--- src/rtl/biriscv_div_pkg.sv ---
// Shared divider definitions: issue FSM encoding, op bundle, watchdog default
// and the RV32M divide opcode/mask pairs also decoded by the divider.
`timescale 1ns/1ps
package biriscv_div_pkg;

    typedef enum logic [1:0] {
        ST_IDLE  = 2'd0,
        ST_ISSUE = 2'd1,
        ST_WAIT  = 2'd2,
        ST_WB    = 2'd3
    } div_state_e;

    typedef struct packed {
        logic [31:0] opcode;
        logic [31:0] pc;
        logic [31:0] ra_operand;
        logic [31:0] rb_operand;
        logic [4:0]  rd_idx;
        logic [4:0]  ra_idx;
        logic [4:0]  rb_idx;
    } div_op_t;

    localparam int unsigned DIV_TIMEOUT_CYCLES_DEFAULT = 40;

    localparam logic [31:0] INST_DIV       = 32'h02004033;
    localparam logic [31:0] INST_DIV_MASK  = 32'hfe00707f;
    localparam logic [31:0] INST_DIVU      = 32'h02005033;
    localparam logic [31:0] INST_DIVU_MASK = 32'hfe00707f;
    localparam logic [31:0] INST_REM       = 32'h02006033;
    localparam logic [31:0] INST_REM_MASK  = 32'hfe00707f;
    localparam logic [31:0] INST_REMU      = 32'h02007033;
    localparam logic [31:0] INST_REMU_MASK = 32'hfe00707f;

endpackage

--- src/rtl/biriscv_div_watchdog.sv ---
// Response watchdog for the divider issue FSM: counts cycles while enabled,
// restarts on clear, and flags expiry once TIMEOUT_CYCLES have elapsed.
`timescale 1ns/1ps
module biriscv_div_watchdog
    import biriscv_div_pkg::*;
#(
    parameter int unsigned TIMEOUT_CYCLES = DIV_TIMEOUT_CYCLES_DEFAULT
)
(
    input  logic clk_i,
    input  logic rst_i,
    input  logic clear_i,
    input  logic enable_i,
    output logic expire_o
);

    localparam int unsigned CW = $clog2(TIMEOUT_CYCLES + 1);
    localparam logic [CW-1:0] LIMIT = CW'(TIMEOUT_CYCLES);

    logic [CW-1:0] count_q, count_d;

    // Saturates at the limit so a stuck enable never wraps into a second expiry.
    always_comb begin
        count_d = count_q;
        if (clear_i)
            count_d = '0;
        else if (enable_i && (count_q != LIMIT))
            count_d = count_q + 1'b1;
    end

    always_ff @(posedge clk_i or posedge rst_i) begin
        if (rst_i)
            count_q <= '0;
        else
            count_q <= count_d;
    end

    assign expire_o = enable_i && (count_q == LIMIT);

endmodule

--- src/rtl/biriscv_div_issue.sv ---
// Issue sequencer for the iterative divider: one op in flight, stall until the
// result returns, flush-kill handling. BIRISCV_DIV_TIMEOUT_EN adds a watchdog.
`timescale 1ns/1ps
module biriscv_div_issue
    import biriscv_div_pkg::*;
#(
    parameter int unsigned TIMEOUT_CYCLES = DIV_TIMEOUT_CYCLES_DEFAULT
)
(
    input  logic        clk_i,
    input  logic        rst_i,
    input  logic        div_valid_i,
    output logic        div_ready_o,
    input  logic [31:0] div_opcode_i,
    input  logic [31:0] div_pc_i,
    input  logic [31:0] div_ra_operand_i,
    input  logic [31:0] div_rb_operand_i,
    input  logic [4:0]  div_rd_idx_i,
    input  logic [4:0]  div_ra_idx_i,
    input  logic [4:0]  div_rb_idx_i,
    input  logic        flush_i,
    output logic        opcode_valid_o,
    output logic [31:0] opcode_opcode_o,
    output logic [31:0] opcode_pc_o,
    output logic [31:0] opcode_ra_operand_o,
    output logic [31:0] opcode_rb_operand_o,
    output logic [4:0]  opcode_rd_idx_o,
    output logic [4:0]  opcode_ra_idx_o,
    output logic [4:0]  opcode_rb_idx_o,
    output logic        opcode_invalid_o,
    input  logic        writeback_valid_i,
    input  logic [31:0] writeback_value_i,
    output logic        wb_valid_o,
    output logic [4:0]  wb_rd_idx_o,
    output logic [31:0] wb_value_o,
    output logic [31:0] wb_pc_o,
    output logic        stall_o,
    output logic        timeout_o
);

    div_state_e  state_q, state_d;
    div_op_t     op_q, op_d;
    logic        kill_q, kill_d;
    logic [31:0] result_q, result_d;
    logic        timeout;

`ifdef BIRISCV_DIV_TIMEOUT_EN
    logic wd_expire;

    biriscv_div_watchdog #(
        .TIMEOUT_CYCLES(TIMEOUT_CYCLES)
    ) u_watchdog (
        .clk_i    (clk_i),
        .rst_i    (rst_i),
        .clear_i  (state_q == ST_ISSUE),
        .enable_i (state_q == ST_WAIT),
        .expire_o (wd_expire)
    );

    // A response arriving on the expiry cycle still completes normally.
    assign timeout = wd_expire && !writeback_valid_i;
`else
    assign timeout = 1'b0;
`endif

    always_comb begin
        state_d  = state_q;
        op_d     = op_q;
        kill_d   = kill_q;
        result_d = result_q;
        unique case (state_q)
            ST_IDLE: begin
                if (div_valid_i && !flush_i) begin
                    op_d = '{opcode:     div_opcode_i,
                             pc:         div_pc_i,
                             ra_operand: div_ra_operand_i,
                             rb_operand: div_rb_operand_i,
                             rd_idx:     div_rd_idx_i,
                             ra_idx:     div_ra_idx_i,
                             rb_idx:     div_rb_idx_i};
                    kill_d  = 1'b0;
                    state_d = ST_ISSUE;
                end
            end
            ST_ISSUE: begin
                kill_d  = kill_q | flush_i;
                state_d = ST_WAIT;
            end
            // The divider cannot be aborted: a killed op still waits for its result.
            ST_WAIT: begin
                kill_d = kill_q | flush_i;
                if (writeback_valid_i) begin
                    result_d = writeback_value_i;
                    state_d  = ST_WB;
                end else if (timeout) begin
                    state_d = ST_IDLE;
                end
            end
            ST_WB: begin
                kill_d  = kill_q | flush_i;
                state_d = ST_IDLE;
            end
            default: state_d = ST_IDLE;
        endcase
    end

    always_ff @(posedge clk_i or posedge rst_i) begin
        if (rst_i) begin
            state_q  <= ST_IDLE;
            op_q     <= '0;
            kill_q   <= 1'b0;
            result_q <= '0;
        end else begin
            state_q  <= state_d;
            op_q     <= op_d;
            kill_q   <= kill_d;
            result_q <= result_d;
        end
    end

    assign div_ready_o         = (state_q == ST_IDLE);
    assign stall_o             = (state_q != ST_IDLE) || (div_valid_i && !flush_i);
    assign opcode_valid_o      = (state_q == ST_ISSUE);
    assign opcode_opcode_o     = op_q.opcode;
    assign opcode_pc_o         = op_q.pc;
    assign opcode_ra_operand_o = op_q.ra_operand;
    assign opcode_rb_operand_o = op_q.rb_operand;
    assign opcode_rd_idx_o     = op_q.rd_idx;
    assign opcode_ra_idx_o     = op_q.ra_idx;
    assign opcode_rb_idx_o     = op_q.rb_idx;
    assign opcode_invalid_o    = 1'b0;
    assign wb_valid_o          = (state_q == ST_WB) && !kill_q && !flush_i && (op_q.rd_idx != 5'd0);
    assign wb_rd_idx_o         = op_q.rd_idx;
    assign wb_value_o          = result_q;
    assign wb_pc_o             = op_q.pc;
    assign timeout_o           = timeout;

endmodule
--- config.mk ---
export PLATFORM = sky130hd
export DESIGN_NAME = biriscv_div_issue
export DESIGN_NICKNAME = d
export VERILOG_FILES = /design/src/rtl/biriscv_div_pkg.sv /design/src/rtl/biriscv_div_watchdog.sv /design/src/rtl/biriscv_div_issue.sv
export SDC_FILE = /design/constraint.sdc
export NUM_CORES = 1
export LEC_CHECK = 0
export BUFFER_PORTS_ARGS = -buffer_cell sky130_fd_sc_hd__buf_2
export CAP_MARGIN = 10
export CORE_AREA = 5 5 150 152
export DETAILED_ROUTE_END_ITERATION = 12
export DIE_AREA = 0 0 155 157
export GPL_ROUTABILITY_DRIVEN = 1
export HOLD_SLACK_MARGIN = 0.02
export PLACE_DENSITY_LB_ADDON = 0.2
export SKIP_LAST_GASP = 1
export SLEW_MARGIN = 20
export SYNTH_ARGS = -nofsm -noshare
export SYNTH_HDL_FRONTEND = slang
export SYNTH_SLANG_ARGS = --single-unit
--- constraint.sdc ---
create_clock -name clk_i -period 5.6 [get_ports clk_i]
set_input_delay 1.12 -clock clk_i [delete_from_list [all_inputs] [get_ports clk_i]]
set_output_delay 1.12 -clock clk_i [all_outputs]
set_load 0.01 [all_outputs]
Yosys cells after proc, flatten, opt, wreduce, memory -nomap -nowiden:

Cells that the tools add are included.
Widths: inputs -> output; s select.

* memories: 0
* ROM bits: 0
* bits of input ports: 180
* bits in registers: 178
* bits in latches: 0
* memory bits (writable): 0

* muxes and demuxes: 5
* shift-type cells: 0
* $add $sub $neg: 0
* order comparisons: 0
* div/mod/pow operators: 0
* equal/unequal tests: 5
* reductions and logical operators: 14
* multiply operators: 0
* bitwise gates (word level): 1

Operator list (count)
* $pmux 2 s4: 1
* $reduce_and 2->1: 3
* $reduce_bool 5->1: 1
* $eq 2x2->1 const B: 2
* $logic_and 1x1->1: 4
* $mux 2: 2
* $reduce_or 3->1: 1
* $eq 2x1->1 const B: 1
* $logic_not 1->1: 2
* $logic_not 2->1: 1
* $ne 2x1->1 const B: 1
* $ne 2x2->1 const B: 1
* $pmux 1 s2: 1
* $reduce_bool 2->1: 1
* $logic_or 1x1->1: 1
* $mux 1: 1
* $or 1x1->1: 1

Depth between registers and ports, before layout:

Gate-level depths: netlist of the first run.

* depth in word-level cells: 4
* depth in mapped cells: 8

Least setup slack after synthesis of the first run:

OpenSTA, ideal clock, no wires.

* path kind: input -> output
* start: input flush_i
* end: output wb_valid_o
* data required time: 4.480 ns
* data arrival time: 1.604 ns
* stages: 1
* setup slack: 2.876 ns
* path through: nor4b_1

* word-level cells in the longest chain between the ends: 3

RTL lines
* from (decl): line biriscv_div_issue.sv:21 `input logic flush_i,`
* $logic_not 1->1: line biriscv_div_issue.sv:132 `assign wb_valid_o = (state_q == ST_WB) && !kill_q && !flush_i && (op_q.rd_idx != 5'd0);`
* $logic_and 1x1->1 (2 in series): line biriscv_div_issue.sv:132
* to (decl): line biriscv_div_issue.sv:33 `output logic wb_valid_o,`

Every way passes these cells.

Final worst setup path of the first run:

* start: register op_q (netlist bit opcode_rd_idx_o[0])
* end: output wb_valid_o

* word-level cells in the longest chain between the ends: 2

RTL lines
* from (decl): line biriscv_div_issue.sv:42 `div_op_t op_q, op_d;`
* from (signal assigned): line biriscv_div_issue.sv:115 `op_q <= op_d;`
* $reduce_bool 5->1: line biriscv_div_issue.sv:132
* $logic_and 1x1->1: line biriscv_div_issue.sv:132

Every way passes these cells.

==> impl_metrics.env, run 1 <==
export IMPL_period_needed_ps=2870
export IMPL_cts_sinks=178
export IMPL_hold_buffers=0
export IMPL_syn_to_final_growth_pct=34.7
export IMPL_crit_type="register to output pin"
export IMPL_critPathTopFamily="simple AND/OR/NAND/NOR gates"
export IMPL_post_dp_hpwl_mm=15.1
export IMPL_final_cell_mix="395 x buf_2, 178 x dfrtp_1, 106 x mux2_2"
export IMPL_power_leakage_nw=5.26
export IMPL_routed_wl_mm=19.6
export IMPL_die_h_um=157
export IMPL_drv_slew=0
export IMPL_crit_buf_inv=1
export IMPL_htreeDepth=4
export IMPL_maxSlewHeadroom_pct=37.8
export IMPL_path_clk_slew_ps=70
export IMPL_drt_iter0_drc=181
export IMPL_synth_seq_area_share_pct=61.0
export IMPL_place_gp_congestion=0.818
export IMPL_arrival_ps=1750
export IMPL_ant_nets=0
export IMPL_slowest_stage="or4_1"
export IMPL_netlist_instances=435
export IMPL_io_pins=398
export IMPL_drc=0
export IMPL_rsz0062_at_grt="no"
export IMPL_syn_area_per_cell_um2=16.8
export IMPL_core_rowCount=53
export IMPL_hold_viol=0
export IMPL_grt_use_total_pct=15.5
export IMPL_critPathMaxStageDelay_ps=520
export IMPL_firstDrtPassIters=4
export IMPL_placed_area_mm2=0.00925
export IMPL_die_x_um=155
export IMPL_netlist_top_cells_area="dfrtp_1 61%, mux2_2 16%, mux2_4 14%"
export IMPL_regArea_mm2=0.00445
export IMPL_setup_tns_ps=0
export IMPL_endpoint_kind="output pin"
export IMPL_clock_latency_ps=420
export IMPL_multiInputGateArea_mm2=0.00240
export IMPL_grt_first_pass_wirelength_mm=29.8
export IMPL_ys_types=19
export IMPL_setup_worst_path_start_class="register"
export IMPL_coreArea_mm2=0.0209
export IMPL_clock_root_buffer="clkbuf_16"
export IMPL_fmax_ghz=0.348
export IMPL_status="complete, no violations"
export IMPL_grt_max_degree=179
export IMPL_stdcell_area_mm2=0.00984
export IMPL_post_drt_via_cell_ratio=4.41
export IMPL_layout_commonest_cell="buf_2"
export IMPL_holdCritPathClass="register to register"
export IMPL_synth_seq_cells=178
export IMPL_worstPathRequired_ps=4480
export IMPL_grt_pass1_vias=5298
export IMPL_crit_path_cell_trace="or4_1 -> nor2_1 -> nor4b_1 -> buf_2"
export IMPL_wire_per_inst_um=18.0
export IMPL_yosysWarnings=0
export IMPL_final_cells=1085
export IMPL_cts_path_max_buffers=2
export IMPL_pwr_density_cell_mw_per_mm2=603
export IMPL_antenna_found_initial=1
export IMPL_irDropWorstVdd_v=0.000250
export IMPL_fin_crit_sh_pct=51.3
export IMPL_fillers=1915
export IMPL_port_buffers=395
export IMPL_worst_slew_pin_slew_ps=933
export IMPL_ctsResizeCount=0
export IMPL_dieArea_mm2=0.0243
export IMPL_synth_cell_area_mm2=0.00730
export IMPL_setup_viol_count_final=0
export IMPL_drive_gt1_share_pct=75.3
export IMPL_placed_cells=1052
export IMPL_yosys_area_top_type="dfrtp_1"
export IMPL_cts_made_buffers=17
export IMPL_cts_tree="done"
export IMPL_cp_max_fo=4
export IMPL_nets=981
export IMPL_post_cts_buffers=0
export IMPL_drv_cap=0
export IMPL_clock_skew_ps=8.81
export IMPL_netlist_area_leader_share_pct=61.0
export IMPL_vias=4789
export IMPL_grt_ovfl_total=0
export IMPL_initial_utilization_pct=35.0
synth_stat cells:
master,count
buf_1,3
nor2_1,2
or4_1,1
buf_4,39
conb_1,1
dfrtp_1,178
nand2b_4,1
mux2_2,106
or2_1,1
a21oi_1,3
mux2_4,70
nand2_1,2
nor4b_1,1
buf_2,7
a2bb2oi_1,1
inv_1,4
ha_1,5
buf_6,9
nor2b_1,1
cell families after synthesis:
family,Yosys count,synth area share [%]
compound gates,4,0.326
fa+ha+maj,5,0.857
buf+inv,62,6.24
flops,178,61.0
mux,176,30.7
other cells,1,0.0514
simple gates,9,0.788
where the power goes:
part / switching, mW / internal (mW) / leakage (nW)
sequential: 0.395 / 1.94 / 2.13
clock: 0.517 / 0.661 / 0.280
combinational: 1.11 / 1.31 / 2.85
total: 2.02 / 3.91 / 5.26
worst register-to-register path, cell delays in order, from the launching register on:
cell	delay (ps)
dfrtp_1	400
inv_1	100
ha_1	260
inv_1	90
or2_4	520
buf_4	590
mux2_4	370
area by class of cell:
| type | count | share of cell area (%) |
|---|---|---|
| Sequential cell | 178 | 45.3 |
| Multi-Input combinational cell | 196 | 24.4 |
| Timing Repair Buffer | 399 | 20.7 |
| Clock buffer | 21 | 4.78 |
| Tap cell | 275 | 3.50 |
| Clock inverter | 11 | 1.21 |
| Inverter | 4 | 0.191 |
| Antenna cell | 1 | 0.0254 |
flip-flops by register name, summed over array words and instances, names as in the netlist:
| name | flops |
|---|---|
| kill_q | 1 |
| opcode_opcode_o | 32 |
| opcode_pc_o | 32 |
| opcode_ra_idx_o | 5 |
| opcode_ra_operand_o | 32 |
| opcode_rb_idx_o | 5 |
| opcode_rb_operand_o | 32 |
| opcode_rd_idx_o | 5 |
| state_q | 2 |
| wb_value_o | 32 |
through the flow:
step                      worst slack, ps  power (mW)  util [%]  hold WS, ps
after floorplan                      2200        3.86         -          492
after global placement               2680        4.77      44.3          482
after detailed placement             2630        4.83      44.3          486
after CTS                            2700        6.04      47.1          503
after global routing                 2650        6.29      47.1          510
final                                2730        5.94      47.1          498
per-layer routing:
metal  GRT usage [%]  up-vias  part of all wire [%]
met1            17.6     2380                    37
met3            4.73       24                   7.4
li1                -     2178                     -
met4            5.21        0                   1.9
met2            27.9      207                    54
met5               0        -                     0
worst paths after layout:
check	start	end	slack, ps	cells past startpoint
max	opcode_rd_idx_o[0]$_DFFE_PP0P_	wb_valid_o	2730	4
min	opcode_opcode_o[9]$_DFFE_PP0P_	opcode_opcode_o[9]$_DFFE_PP0P_	500	1
max reg2reg	state_q[0]$_DFFE_PP0P_	opcode_rb_operand_o[14]$_DFFE_PP0P_	3160	6
min reg2reg	opcode_opcode_o[9]$_DFFE_PP0P_	opcode_opcode_o[9]$_DFFE_PP0P_	500	1
max in group asynchronous	rst_i	opcode_rd_idx_o[3]$_DFFE_PP0P_	3950	3
min in group asynchronous	rst_i	opcode_opcode_o[14]$_DFFE_PP0P_	980	3
(Power assumes the default switching activity.)
==> run 2: changes to the inputs <==
==> constraint.sdc (replaced) <==
create_clock -name clk_i -period 2.6 [get_ports clk_i]
set_input_delay 0.52 -clock clk_i [delete_from_list [all_inputs] [get_ports clk_i]]
set_output_delay 0.52 -clock clk_i [all_outputs]
set_load 0.01 [all_outputs]
==> run 2 against run 1 <==
Sequential cell count stayed put. Sequential share of layout area is 0.84 points lower. Clock-buffer cell count is 1 lower. Total power is 120% higher. Combinational power is 120% higher. Register-to-register slack worse by 2700 ps. Clock skew is 0.52 ps higher. Critical path type unchanged. Sequential power is 110% higher. Worst setup slack worse by 2300 ps. Cell count is 1.6% higher. Global-route usage is 0.30 points higher. Critical endpoint unchanged. Largest cell class unchanged. Non-clock buffer count is 17 higher.
==> impl_metrics.env, run 2 (synthesis results as in run 1) <==
export IMPL_die_h_um=157
export IMPL_syn_to_final_growth_pct=37.3
export IMPL_port_buffers=395
export IMPL_clock_skew_ps=9.33
export IMPL_post_cts_buffers=0
export IMPL_coreArea_mm2=0.0209
export IMPL_fillers=1875
export IMPL_io_pins=398
export IMPL_crit_end="wb_valid_o"
export IMPL_arrival_ps=1700
export IMPL_setup_worst_path_start_class="register"
export IMPL_intPower_mw=8.50
export IMPL_power_frac_clock_pct=20.0
export IMPL_dieArea_mm2=0.0243
export IMPL_crit_path_cell_trace="or4_1 -> nor2_1 -> nor4b_1 -> buf_2"
export IMPL_hold_buffers=0
export IMPL_pwr_density_cell_mw_per_mm2=1280
export IMPL_htreeDepth=4
export IMPL_layout_commonest_cell="buf_2"
export IMPL_ctsResizeCount=0
export IMPL_rsz0062_at_grt="no"
export IMPL_ant_nets=0
export IMPL_firstDrtPassIters=4
export IMPL_rr_endpoint="opcode_opcode_o[9]$_DFFE_PP0P_"
export IMPL_fmax_ghz=0.450
export IMPL_antenna_found_initial=1
export IMPL_r2r_cells=6
export IMPL_post_dp_hpwl_mm=15.7
export IMPL_path_clk_slew_ps=70
export IMPL_vias=4857
export IMPL_worst_slew_pin_slew_ps=693
export IMPL_die_x_um=155
export IMPL_irDropWorstVdd_v=0.000633
export IMPL_setup_tns_ps=0
export IMPL_hold_viol=0
export IMPL_holdCritPathClass="input port to asynchronous set/reset pin"
export IMPL_p_switching_mw=4.36
export IMPL_maxSlewHeadroom_pct=53.7
export IMPL_place_gp_congestion=0.844
export IMPL_finalPower_mw=12.9
export IMPL_fin_ws_ps=378
export IMPL_grt_pass1_vias=5413
export IMPL_final_cell_mix="395 x buf_2, 178 x dfrtp_1, 106 x mux2_2"
export IMPL_ff2ff_setup_slack_ps=420
export IMPL_pre_cts_ws_ps=407
export IMPL_setup_viol_count_final=0
export IMPL_switching_share_pct=33.9
export IMPL_drt_iter0_drc=176
export IMPL_worstPathRequired_ps=2080
export IMPL_power_leakage_nw=5.36
export IMPL_cts_path_max_buffers=2
export IMPL_cts_sinks=178
export IMPL_drive_gt1_share_pct=75.5
export IMPL_endpoint_kind="output pin"
export IMPL_drv_slew=0
export IMPL_fin_crit_sh_pct=85.5
export IMPL_cts_made_buffers=17
export IMPL_grt_first_pass_wirelength_mm=30.1
export IMPL_cts_tree="done"
export IMPL_grt_ovfl_total=0
export IMPL_critPathMaxStageDelay_ps=520
export IMPL_drv_cap=0
export IMPL_slowest_stage="or4_1"
export IMPL_grt_max_degree=38
export IMPL_crit_type="register to output pin"
export IMPL_wire_per_inst_um=18.0
export IMPL_seq_power_share_pct=38.9
export IMPL_period_needed_ps=2220
export IMPL_initial_utilization_pct=35.0
export IMPL_clock_root_buffer="clkbuf_16"
export IMPL_core_rowCount=53
export IMPL_status="complete, no violations"
export IMPL_routed_wl_mm=19.9
export IMPL_utilization_pct=48.0
export IMPL_clock_latency_ps=410
export IMPL_combPwrFrac_pct=41.1
export IMPL_post_drt_via_cell_ratio=4.41
export IMPL_nets=998
export IMPL_cp_max_fo=4
export IMPL_r2r_start="state_q[0]$_DFFE_PP0P_"
export IMPL_grt_use_total_pct=15.8
export IMPL_drc=0
export IMPL_crit_start="opcode_rd_idx_o[0]$_DFFE_PP0P_"
run 2: worst max-delay path, delay by kind of cell (launching register included):
family | cells | cell delay, ps
buffers and inverters | 1 | 150
flip-flops | 1 | 420
AND/OR/NAND/NOR | 3 | 710
run 2: through the flow:
stage	hold slack [ps]	cells	area, um2
final	208	1102	10000
after global routing	236	1102	10000
after CTS	213	1101	10000
after detailed placement	488	1069	9440
after global placement	483	1069	9440
after floorplan	492	436	7310
run 2: worst min path at each step:
stage / slack (ps) / endpoint / startpoint
floorplan: 490 / kill_q$_DFFE_PP0P_ / kill_q$_DFFE_PP0P_
global placement: 480 / wb_value_o[23]$_DFFE_PP0P_ / wb_value_o[23]$_DFFE_PP0P_
detailed placement: 490 / opcode_rb_operand_o[5]$_DFFE_PP0P_ / opcode_rb_operand_o[5]$_DFFE_PP0P_
CTS: 210 / opcode_opcode_o[14]$_DFFE_PP0P_ / rst_i
global route: 240 / opcode_ra_operand_o[27]$_DFFE_PP0P_ / rst_i
finish: 210 / opcode_ra_operand_o[27]$_DFFE_PP0P_ / rst_i
run 2: layout make-up:
class                      instances  area [um2]  share of cell area [%]
sequential                       178        4450                    44.4
tap                              275         344                    3.43
inverter                           4        18.8                   0.187
multi-input combinational        196        2400                    23.9
timing repair buffer             416        2220                    22.2
antenna                            1        2.50                  0.0250
clock inverter                    12         149                    1.49
clock buffer                      20         437                    4.36
run 2: routing by layer:
layer	vias up	routed length [um]	global-route usage (%)
met5	-	0	0
met1	2412	7430	18.5
met2	204	10800	28.3
met4	0	306	5.26
met3	19	1360	4.18
li1	2222	-	-
run 2: power groups by stage:
stage	Clock, mW	Combinational (mW)	Sequential (mW)
final	2.57	5.28	5.00
after floorplan	0	2.70	5.62
after CTS	2.66	5.39	5.02
after global routing	2.77	5.67	5.18
after detailed placement	0	5.38	5.04
after global placement	0	5.29	5.01
